==> src/rtl/iqdemap_bpsk.sv <==
// BPSK soft-sample demapper: hard-decides each real-axis sample by sign and packs the
// bits LSB-first into 128-bit words for a downstream writer, zero-padding short bursts.
`timescale 1ns/1ps

module iqdemap_bpsk #(
  parameter int W = 11
) (
  input  logic                CLK,
  input  logic                RST,
  input  logic                ce,
  input  logic                valid_i,
  input  logic signed [W-1:0] xr,
  input  logic signed [W-1:0] xi,
  input  logic                writer_full,
  output logic [127:0]        writer_data,
  output logic                writer_en,
  output logic                valid_raw,
  output logic                raw,
  output logic                overflow,
  output logic                drop
);

  typedef enum logic [1:0] {
    s_idle,
    s_active,
    s_flush
  } state_t;

  state_t       state_q, state_d;
  logic [6:0]   cnt_q;
  logic [127:0] sr_q, sr_d;
  logic         wen_r;

  logic         bit_dec;
  logic         shift_en;
  logic         shift_bit;
  logic         emit;
  logic         drop_set;

  // BPSK carries nothing on the imaginary axis and only the sign of xr matters.
  logic         unused_inputs;
  assign unused_inputs = ^{xi, xr[W-2:0]};

  // Sign decision: zero counts as non-negative and decides 1.
  assign bit_dec = ~xr[W-1];

  assign sr_d = {shift_bit, sr_q[127:1]};

  // NOTE: every signal driven here gets a default first, so no path leaves one
  // unassigned and no latch is inferred.
  always_comb begin
    state_d   = state_q;
    shift_en  = 1'b0;
    shift_bit = 1'b0;
    emit      = 1'b0;
    drop_set  = 1'b0;
    unique case (state_q)
      s_idle: begin
        if (valid_i) begin
          shift_en  = 1'b1;
          shift_bit = bit_dec;
          state_d   = s_active;
        end
      end
      s_active: begin
        if (valid_i) begin
          shift_en  = 1'b1;
          shift_bit = bit_dec;
          if (cnt_q == 7'd127) begin
            emit    = 1'b1;
            state_d = s_idle;
          end
        end else begin
          state_d = s_flush;
        end
      end
      s_flush: begin
        // Pad with zeros until the word is full; anything arriving now is lost.
        shift_en  = 1'b1;
        shift_bit = 1'b0;
        drop_set  = valid_i;
        if (cnt_q == 7'd127) begin
          emit    = 1'b1;
          state_d = s_idle;
        end
      end
      default: state_d = s_idle;
    endcase
  end

  // NOTE: state is updated with non-blocking assignments so every register samples
  // the pre-edge values regardless of statement order.
  // NOTE: the 128-bit shift register is a plain register, not a memory, so it is
  // cleared by reset; a reset mid-word must leave no stale bits behind.
  always_ff @(posedge CLK or negedge RST) begin
    if (!RST) begin
      state_q     <= s_idle;
      cnt_q       <= '0;
      sr_q        <= '0;
      writer_data <= '0;
      wen_r       <= 1'b0;
      valid_raw   <= 1'b0;
      raw         <= 1'b0;
      overflow    <= 1'b0;
      drop        <= 1'b0;
    end else if (ce) begin
      state_q   <= state_d;
      raw       <= bit_dec;
      valid_raw <= valid_i;
      if (shift_en) begin
        sr_q  <= sr_d;
        cnt_q <= cnt_q + 7'd1;
      end
      wen_r <= emit & ~writer_full;
      if (emit) begin
        writer_data <= sr_d;
      end
      if (emit && writer_full) begin
        overflow <= 1'b1;
      end
      if (drop_set) begin
        drop <= 1'b1;
      end
    end
  end

  assign writer_en = wen_r & ce;

endmodule

==> config.mk <==
export PLATFORM = sky130hd
export DESIGN_NAME = iqdemap_bpsk
export DESIGN_NICKNAME = d
export VERILOG_FILES = /design/src/rtl/iqdemap_bpsk.sv
export SDC_FILE = /design/constraint.sdc
export NUM_CORES = 1
export LEC_CHECK = 0
export BUFFER_PORTS_ARGS = -buffer_cell sky130_fd_sc_hd__clkbuf_2
export CORE_ASPECT_RATIO = 0.5
export CORE_MARGIN = 5
export CORE_UTILIZATION = 47
export DETAILED_ROUTE_END_ITERATION = 8
export PLACE_DENSITY = 0.79
export SETUP_SLACK_MARGIN = 0.3
export SLEW_MARGIN = 20
export SYNTH_ARGS = -nofsm -noshare
export SYNTH_HDL_FRONTEND = slang
export SYNTH_SLANG_ARGS = --single-unit
==> constraint.sdc <==
create_clock -name CLK -period 3.8 [get_ports CLK]
set_input_delay 0.76 -clock CLK [delete_from_list [all_inputs] [get_ports CLK]]
set_output_delay 0.76 -clock CLK [all_outputs]
set_load 0.1 [all_outputs]
# Word level (Yosys, flattened, before mapping)
# Cells that the tools add are included.
word_totals:
  ff_bits: 270
  inputBits: 27
  output_inout_bits: 133
  wordCells: 38
classes:
  addsub: 1
  eq_ne: 4
  n_mux: 12
  bitwise: 4
  reduce_logical: 8
op_table:
  columns: ["cell", "count"]
  rows:
  - ["2-bit AND reduction", 5]
  - ["7-bit by 1-bit adder with 7-bit output, second input constant", 1]
  - ["7-bit equality test, second input constant", 1]
  - ["1-bit 2-to-1 mux", 6]
  - ["2-bit 2-to-1 mux", 3]
  - ["2-bit case mux with 3 select lines", 1]
  - ["1-bit case mux with 2 select lines", 2]
  - ["1-bit bitwise AND", 2]
  - ["2-bit by 1-bit equality test with 1-bit output, second input constant", 1]
  - ["2-bit equality test, second input constant", 1]
  - ["2-bit logical NOT", 1]
  - ["2-bit inequality test, second input constant", 1]
  - ["1-bit NOT", 2]
  - ["2-bit OR reduction", 1]
  - ["1-bit logical AND", 1]

# Logic depth before layout (Yosys ltp)
# Gate-level depths: netlist of the first run.
depth:
  depth_word: 6
  depth_mapped: 7
  ltp_nobuf: 5

# Worst setup path before layout of the first run
# Ideal clock, no wire load.
synth_timing:
  path_kind: "input -> output"
  startpoint: "in ce"
  endpoint: "out writer_en"
  t_arrival_ps: 1674
  t_required_ps: 3040
  slack_ps: 1366
  stages: 2
  n_path_buf: 1
  cell_sequence: "buf_2 -> and2_1"
synth_via:
  elab_chain_cells: 1
synth_lines:
  columns: ["item", "line", "rtl"]
  rows:
  - ["from (decl)", "10", "input logic ce,"]
  - ["1-bit bitwise AND", "127", "assign writer_en = wen_r & ce;"]
  - ["to (decl)", "16", "output logic writer_en,"]
# No other way between the ends.

# Final worst setup path of the first run
layout_timing:
  startpoint: "reg state_q[1]"
  endpoint: "reg writer_data[38]"
layout_via:
  elab_chain_cells: 3
  word_cells_on_any_way: 4
  classes_between: "eq/ne: 2; mux: 1; reduce/logical: 1"
layout_lines:
  columns: ["item", "line", "rtl"]
  rows:
  - ["from (decl)", "29", "state_t state_q, state_d;"]
  - ["from (signal assigned)", "97", "state_q <= s_idle;"]
  - ["from (signal assigned)", "107", "state_q <= state_d;"]
  - ["2-bit equality test or 2-bit by 1-bit equality test with 1-bit output (tied branches)", "57", "unique case (state_q)"]
  - ["1-bit case mux with 2 select lines (*)", "57", null]
  - ["2-bit AND reduction (no source line) (*)", null, null]
  - ["to (signal assigned)", "116", "writer_data <= sr_d;"]
  - ["to (decl)", "15", "output logic [127:0] writer_data,"]
# Every way passes the cells marked *; elsewhere a longest branch is shown, timed or not.
# A chain may end at the register's enable or synchronous reset.

==> impl_metrics.tcl, run 1 <==
set metrics [dict create \
    gp_congestion 0.785 \
    crit_chain "inv_1 > ha_1 > nand2_1 > nor4b_4 > buf_4 > mux2_1" \
    worst_setup_path_end_kind "register" \
    r2r_end "writer_data[38]" \
    cp.arrival_ns 2.81 \
    crit_type "reg -> reg" \
    yosysWarnings 0 \
    reg2reg_setup_slack_ns 1.38 \
    hold_viol 0 \
    fp.dieArea_um2 25000 \
    grt_pass1_wl_um 30000 \
    grt_pass1_vias 5818 \
    die_y_um 114 \
    finalCriticalPeriod_ns 2.42 \
    ir_drop_v 0.000350 \
    synth_seq_cells 269 \
    synth_cells 608 \
    setup_violations 0 \
    synth.cell_area_um2 10200 \
    yosysUniqueCellTypes 30 \
    path_max_fanout 43 \
    core_um2 21500 \
    cts_buffer_depth 3 \
    hold_ws_ns 0.286 \
    final_nets 782 \
    fin_crit_sh 0.638 \
    tightest_slew_ns 0.830 \
    ff2ff_path_depth 6 \
    clk_pin_slew_worst_paths_ns 0.07 \
    wire_per_inst_um 16.4 \
    cts.repair.resized 0 \
    drive_gt1_frac 0.449 \
    worst_skew_pair.late_latency_ns 0.52 \
    synth_fp_nets 640 \
    dp_hpwl_um 11200 \
    cts_tree "built" \
    grt_overflow_total 0 \
    clkSinkCount 269 \
    n_antenna_cell 0 \
    drt_first_pass_iters 4 \
    synth.most_common_cell "dfrtp_1" \
    dp_slack_ns 1.21 \
    avgViaCountPerCell 5.01 \
    grtUsageTotal 0.146 \
    syn_to_final_growth_pct 17.9 \
    drtIter0Drc 335 \
    relSlewSlack 0.447 \
    fillCellCount 1747 \
    synth_edf_count 0 \
    clk_root_buffer_cell "clkbuf_16" \
    yosys-top-cells-area "dfrtp_1 66%, mux2_2 18%, mux2_1 11%" \
    hp-class "in -> async" \
    clock-skew-final_ns 0.0116 \
    worst-path-buf-inv 2 \
    antenna_found_initial 0 \
    grt_max_degree 111 \
    io_pins 160 \
    setup_ws_ns 1.38 \
    yosysTopAreaCell "dfrtp_1" \
    avgSynthCellArea_um2 16.8 \
    ant_nets 0 \
    routed_wl_um 17600 \
    initial_core_util 0.474 \
    dieWidth_um 218 \
    p_leak_nw 6.54 \
    drv_slew 0 \
    cpMaxStageDelayCell "buf_4" \
    synth_common_cells "269 x dfrtp_1, 159 x mux2_2, 98 x mux2_1, 18 x buf_2, 11 x buf_6" \
    slowest_delay_ns 0.56 \
    ys.flop_type "dfrtp_1" \
    max_freq_mhz 412 \
    yosysTopAreaCellShare 0.659 \
    io_buffer_count 138 \
    crit-reg2reg-launch "state_q[1]" \
    cts_buffers 25 \
    path_delay_family "buffers and inverters" \
    max_cap_violations 0 \
    required_ns 4.19 \
    cts_max_level 1 \
    ys_seq_area_frac 0.659 \
    status "complete, no violations" \
    vias 5350 \
    std_cell_rows 38 \
    drc_errors 0 \
    power_density_nw_per_um2 520 \
    hold_buffers 0 \
    post_cts_buffers 0 \
    critPathLaunchType "register" \
    synth-async-reset-ratio 1.00 \
    fin_setup_tns_ns 0 \
    rsz0062_at_grt "no" \
]
-- final cells by class --
type	instances	area (um2)	area share
timing repair buffer	144	796	0.0661
multi-input combinational	305	3270	0.271
clock inverter	11	173	0.0143
tap	300	375	0.0312
clock buffer	34	679	0.0564
inverter	5	18.8	0.00156
sequential	269	6730	0.559
-- cells in the final DEF, fill, tap and decap left out, types with 3 or more instances in the layout --
cell type	n
bufinv_16	4
mux2_1	98
clkbuf_1	7
clkbuf_16	25
inv_1	5
nand3_1	3
clkinv_2	4
nor2b_1	3
mux2_2	159
o211ai_1	3
o21ai_0	3
clkbuf_2	137
ha_1	5
dfrtp_1	269
xor2_1	4
nand2_1	4
buf_12	4
-- worst max-delay path by stage --
stage / start / endpoint / slack [ns] / depth (start not counted)
after global routing: state_q[1] / writer_data[38] / 1.24 / 6
after floorplan: ce / writer_en / 1.37 / 2
after detailed placement: valid_i / sr_q[49] / 1.21 / 5
final: state_q[1] / writer_data[38] / 1.38 / 6
after CTS: state_q[1] / writer_data[42] / 1.39 / 6
after global placement: ce / writer_data[120] / 1.26 / 5
-- routing by layer --
layer	GRT usage	vias up	routed length, um
met2	0.251	80	8890
met4	0.0351	0	399
met3	0.0351	32	723
met1	0.191	2792	7540
li1	-	2446	-
met5	0	-	0
-- report_power, final --
group / internal [mW] / switching, mW
clock: 1.53 / 1.05
combinational: 0.262 / 0.347
sequential: 2.97 / 0.0966
-- sequential cells by signal, indices dropped and copies added, names as in the netlist --
register,flops
drop,1
raw,1
overflow,1
sr_q,127
wen_r,1
cnt_q,7
state_q,2
writer_data,128
valid_raw,1
-- stage by stage --
| stage | std cells | total power [mW] | util | cell area [um2] |
|---|---|---|---|---|
| floorplan | 608 | 3.54 | - | 10200 |
| global route | 1068 | 6.55 | 0.559 | 12000 |
| CTS | 1068 | 6.36 | 0.559 | 12000 |
| finish | 1068 | 6.26 | 0.559 | 12000 |
| global placement | 1023 | 3.70 | 0.519 | 11200 |
| detailed placement | 1023 | 3.74 | 0.519 | 11200 |
-- worst register-to-register path, cell delays in order (launching register included) --
cell and delay [ns]:
dfrtp_1 0.50, inv_1 0.11, ha_1 0.28, nand2_1 0.08
nor4b_4 0.34, buf_4 0.56, mux2_1 0.43
-- cells by family (layout without fill, tap and decap cells) --
logic type,Yosys count,after routing,synth area share
xor gates and xnor gates,6,6,0.00515
DFF,269,269,0.659
adders and majority gates,5,5,0.00613
AOI/OAI and AO/OA,16,16,0.0110
muxes,257,257,0.283
and+or+nand+nor,21,21,0.0123
buffers and inverters,34,194,0.0228
No activity file was read; power rests on OpenSTA's default activity.
==> run 2, diff against run 1 <==
- clock period: 3.8 -> 2.5 ns (I/O delays scaled with it)
==> impl_metrics.tcl, run 2 (synthesis gave the netlist of run 1 again) <==
set metrics [dict create \
    status "complete, no violations" \
    avgViaCountPerCell 4.97 \
    path_max_fanout 13 \
    syn_to_final_growth_pct 19.9 \
    final_cell_area_um2 12200 \
    io_buffer_count 138 \
    fin_cells 1082 \
    worst_skew_pair.late_latency_ns 0.52 \
    grt_pass1_vias 5811 \
    worst_setup_path_end_kind "register" \
    dp_cells 1029 \
    met2WireLength_um 9160 \
    largest_register_ffs 128 \
    clock-skew-final_ns 0.0150 \
    tightest_slew_ns 0.569 \
    layout_commonest_cell "dfrtp_1" \
    setup_ws_ns 0.424 \
    drt_first_pass_iters 4 \
    drtIter0Drc 306 \
    dp_slack_ns 0.200 \
    fin_crit_sh 0.830 \
    relSlewSlack 0.611 \
    fp.dieArea_um2 25000 \
    wl_met3_um 726 \
    drive_gt1_frac 0.465 \
    cts_buffer_depth 3 \
    finalCriticalPeriod_ns 2.08 \
    reg2reg_setup_slack_ns 0.42 \
    die_y_um 114 \
    grt_overflow_total 0 \
    n_antenna_cell 0 \
    core_um2 21500 \
    highest_layer "met4" \
    crit_chain "inv_1 > ha_2 > a21o_1 > nor4b_4 > buf_4 > buf_8 > buf_4 > mux2_1" \
    drc_errors 0 \
    antenna_found_initial 0 \
    worst-path-stages 8 \
    endpoint "writer_data[50]" \
    rsz0062_at_grt "no" \
    hp-class "in -> reg" \
    regMostFlops "writer_data" \
    clkSinkCount 269 \
    fin_setup_tns_ns 0 \
    ff2ff_path_depth 8 \
    cts_max_level 1 \
    top_regs "writer_data x128, sr_q x127, cnt_q x7" \
    clk_root_buffer_cell "clkbuf_16" \
    hold_viol 0 \
    dieWidth_um 218 \
    crit_start "state_q[1]" \
    grtUsageTotal 0.151 \
    m1WireLength_um 7960 \
    critPathLaunchType "register" \
    final_nets 797 \
    drv_slew 0 \
    setup_violations 0 \
    crit-reg2reg-launch "state_q[1]" \
    clk_pin_slew_worst_paths_ns 0.07 \
    wire_per_inst_um 16.9 \
    cp.arrival_ns 2.48 \
    worst-path-buf-inv 4 \
    initial_core_util 0.474 \
    gp_congestion 0.789 \
    path_delay_family "buffers and inverters" \
    grt_pass1_wl_um 30800 \
    cpMaxStageDelayCell "dfrtp_2" \
    layout_common_cells "267 x dfrtp_1, 159 x mux2_2, 137 x clkbuf_2" \
    power_density_nw_per_um2 784 \
    std_cell_rows 38 \
    dp_hpwl_um 11600 \
    vias 5382 \
    required_ns 2.90 \
    fillCellCount 1704 \
    p_leak_nw 6.64 \
    cts_buffers 25 \
    io_pins 160 \
    crit_type "reg -> reg" \
    path_common_cell "buf_4" \
    max_cap_violations 0 \
    max_freq_mhz 482 \
    grt_max_degree 96 \
    ir_drop_v 0.000397 \
    cts_tree "built" \
    ant_nets 0 \
    routed_wl_um 18300 \
    r2r_end "writer_data[50]" \
    postPlaceCellArea_um2 11300 \
    slowest_delay_ns 0.43 \
]
-- run 2: cell type report --
cell class | instances | area, um2 | area share
Sequential cell | 269 | 6730 | 0.550
Multi-Input combinational cell | 305 | 3270 | 0.267
Tap cell | 300 | 375 | 0.0306
Clock inverter | 11 | 166 | 0.0136
Clock buffer | 33 | 686 | 0.0560
Inverter | 5 | 18.8 | 0.00153
Timing Repair Buffer | 159 | 992 | 0.0810
-- run 2: per-stage QoR --
step                      hold slack [ns]  total power, mW  utilization
final                               0.192             9.60        0.569
after global routing                0.151             10.0        0.569
after CTS                           0.156             9.69        0.566
after detailed placement            0.398             5.69        0.523
after global placement              0.396             5.64        0.523
after floorplan                     0.204             5.39            -
-- run 2: metal layers --
metal / vias up / track usage
met2: 82 / 0.253
met5: - / 0
met3: 29 / 0.0354
li1: 2475 / -
met1: 2796 / 0.203
met4: 0 / 0.0372
-- run 2: how the worst min path moves through the flow --
stage                            to  depth (start not counted)   start  slack [ns]
floorplan                  cnt_q[0]                          0     RST        0.20
global placement    writer_data[93]                          1     RST        0.40
detailed placement         sr_q[92]                          1     RST        0.40
CTS                             raw                          2  xr[10]        0.16
global route                    raw                          2  xr[10]        0.15
finish                          raw                          2  xr[10]        0.19
-- run 2: power breakdown --
part           switching [mW]  total, mW  internal, mW
clock network            1.59       3.94          2.35
logic                   0.553       1.00         0.451
registers               0.138       4.66          4.52
total                    2.28       9.60          7.32
-- run 2: repair_timing --
item | in CTS | in global routing
hold endpoints to repair | 35 | 0
pin swaps | 1 | 0
setup endpoints to repair | 119 | 100
buffers inserted | 2 | 4
hold buffers | 1 | 0
resized for setup | 3 | 4
gates cloned | 2 | 0
==> run 3, diff against run 2 <==
- PLACE_DENSITY: 0.79 -> 0.82
- clock period: 2.5 -> 1.89 ns (I/O delays scaled with it)
==> impl_metrics.tcl, run 3 (synthesis gave the netlist of run 1 again) <==
set metrics [dict create \
    clk_pin_slew_worst_paths_ns 0.07 \
    hold_ws_ns 0.0634 \
    postLayoutCoreUtil 0.681 \
    path_max_fanout 7 \
    r2r_end "writer_data[52]" \
    antenna_found_initial 0 \
    drive_gt1_frac 0.614 \
    tightest_slew_ns 0.573 \
    status "complete, but fails checks" \
    crit_chain "inv_2 > ha_4 > nand2_4 > nor4b_4 > buf_6 > buf_12 > clkbuf_16 > mux2_4" \
    slowest_delay_ns 0.37 \
    avgViaCountPerCell 5.23 \
    n_antenna_cell 0 \
    dieWidth_um 218 \
    max_cap_violations 0 \
    vias 5963 \
    rsz0062_at_grt "yes" \
    grt_pass1_wl_um 33000 \
    cts_buffers 24 \
    dp_hpwl_um 12400 \
    max_freq_mhz 507 \
    setup_ws_ns -0.0805 \
    fin_cells 1141 \
    whs_path_depth 2 \
    p_leak_nw 7.53 \
    critPathLaunchType "register" \
    gp_congestion 0.776 \
    drc_errors 0 \
    io_buffer_count 138 \
    hp-class "in -> reg" \
    clkSinkCount 269 \
    cts_buffer_depth 3 \
    top_regs "writer_data x128, sr_q x127, cnt_q x7" \
    power_density_nw_per_um2 971 \
    grt_overflow_total 0 \
    clock-skew-final_ns 0.0117 \
    fin_crit_sh 1.04 \
    fp.dieArea_um2 25000 \
    required_ns 2.29 \
    cpMaxStageDelayCell "dfrtp_1" \
    worst_skew_pair.late_latency_ns 0.52 \
    finalCriticalPeriod_ns 1.97 \
    io_pins 160 \
    initial_core_util 0.474 \
    std_cell_rows 38 \
    hold_viol 0 \
    violations "setup timing" \
    die_y_um 114 \
    drv_slew 0 \
    postPlaceCellArea_um2 11600 \
    core_um2 21500 \
    crit_type "reg -> reg" \
    final_nets 856 \
    grtUsageTotal 0.162 \
    hold_start "xr[10]" \
    whs_endpoint "raw" \
    power_mw 14.2 \
    layout_common_cells "269 x dfrtp_1, 187 x mux2_4, 87 x buf_6" \
    largest_register_ffs 128 \
    cts_max_level 1 \
    ant_nets 0 \
    grt_max_degree 64 \
    clk_root_buffer_cell "clkbuf_16" \
    layout_commonest_cell "dfrtp_1" \
    worst_setup_path_end_kind "register" \
    ir_drop_v 0.000578 \
    drtIter0Drc 298 \
    cp.arrival_ns 2.37 \
    routed_wl_um 24900 \
    wire_per_inst_um 21.8 \
    reg2reg_setup_slack_ns -0.08 \
    regMostFlops "writer_data" \
    syn_to_final_growth_pct 43.5 \
    crit-reg2reg-launch "state_q[0]" \
    dp_cells 1056 \
    dp_slack_ns -0.0473 \
    fin_setup_tns_ns -4.49 \
    final_cell_area_um2 14700 \
    relSlewSlack 0.620 \
    grt_pass1_vias 6190 \
    cts_tree "built" \
    ff2ff_path_depth 8 \
    setup_violations 112 \
    drt_first_pass_iters 4 \
]
==> run 3: routing by layer <==
layer | track usage | wire length (um)
met1 | 0.217 | 11200
met2 | 0.281 | 12200
met3 | 0.0330 | 956
met4 | 0.0326 | 540
met5 | 0 | 0
==> run 3: worst max path at each step <==
stage / from / endpoint / slack, ns / cells after the start
final: state_q[0] / writer_data[52] / -0.08 / 8
after global routing: state_q[1] / writer_data[21] / -0.14 / 7
after CTS: state_q[1] / writer_data[71] / -0.05 / 7
after detailed placement: cnt_q[0] / writer_data[71] / -0.05 / 6
after global placement: cnt_q[0] / writer_data[32] / 0.01 / 6
after floorplan: state_q[1] / writer_data[0] / 0.02 / 7
==> run 3: power by group <==
group	internal, mW	switching [mW]
Clock	3.25	2.15
Combinational	1.48	1.19
Sequential	5.97	0.182
==> run 3: cell type report <==
type                            count  area, um2
Fill cell                        1352       6880
Sequential cell                   269       6730
Multi-Input combinational cell    305       4060
Timing Repair Buffer              219       2600
Clock buffer                       37        741
Tap cell                          300        375
Clock inverter                      6        136
Inverter                            5       18.8
==> run 3: worst max-delay path, delay by kind of cell (launching register included) <==
kind,cells,cell delay [ns]
flops,1,0.37
fa+ha+maj,1,0.27
buf+inv,4,0.59
mux,1,0.31
simple gates,2,0.32
==> run 3: repair_timing <==
item / in CTS / in global routing
endpoints found under the setup margin: 393 / 392
cloned: 7 / 17
buffers inserted: 6 / 11
hold endpoints to repair: 53 / 0
resized for setup: 34 / 576
hold buffers: 1 / 0
pin swaps: 1 / 3
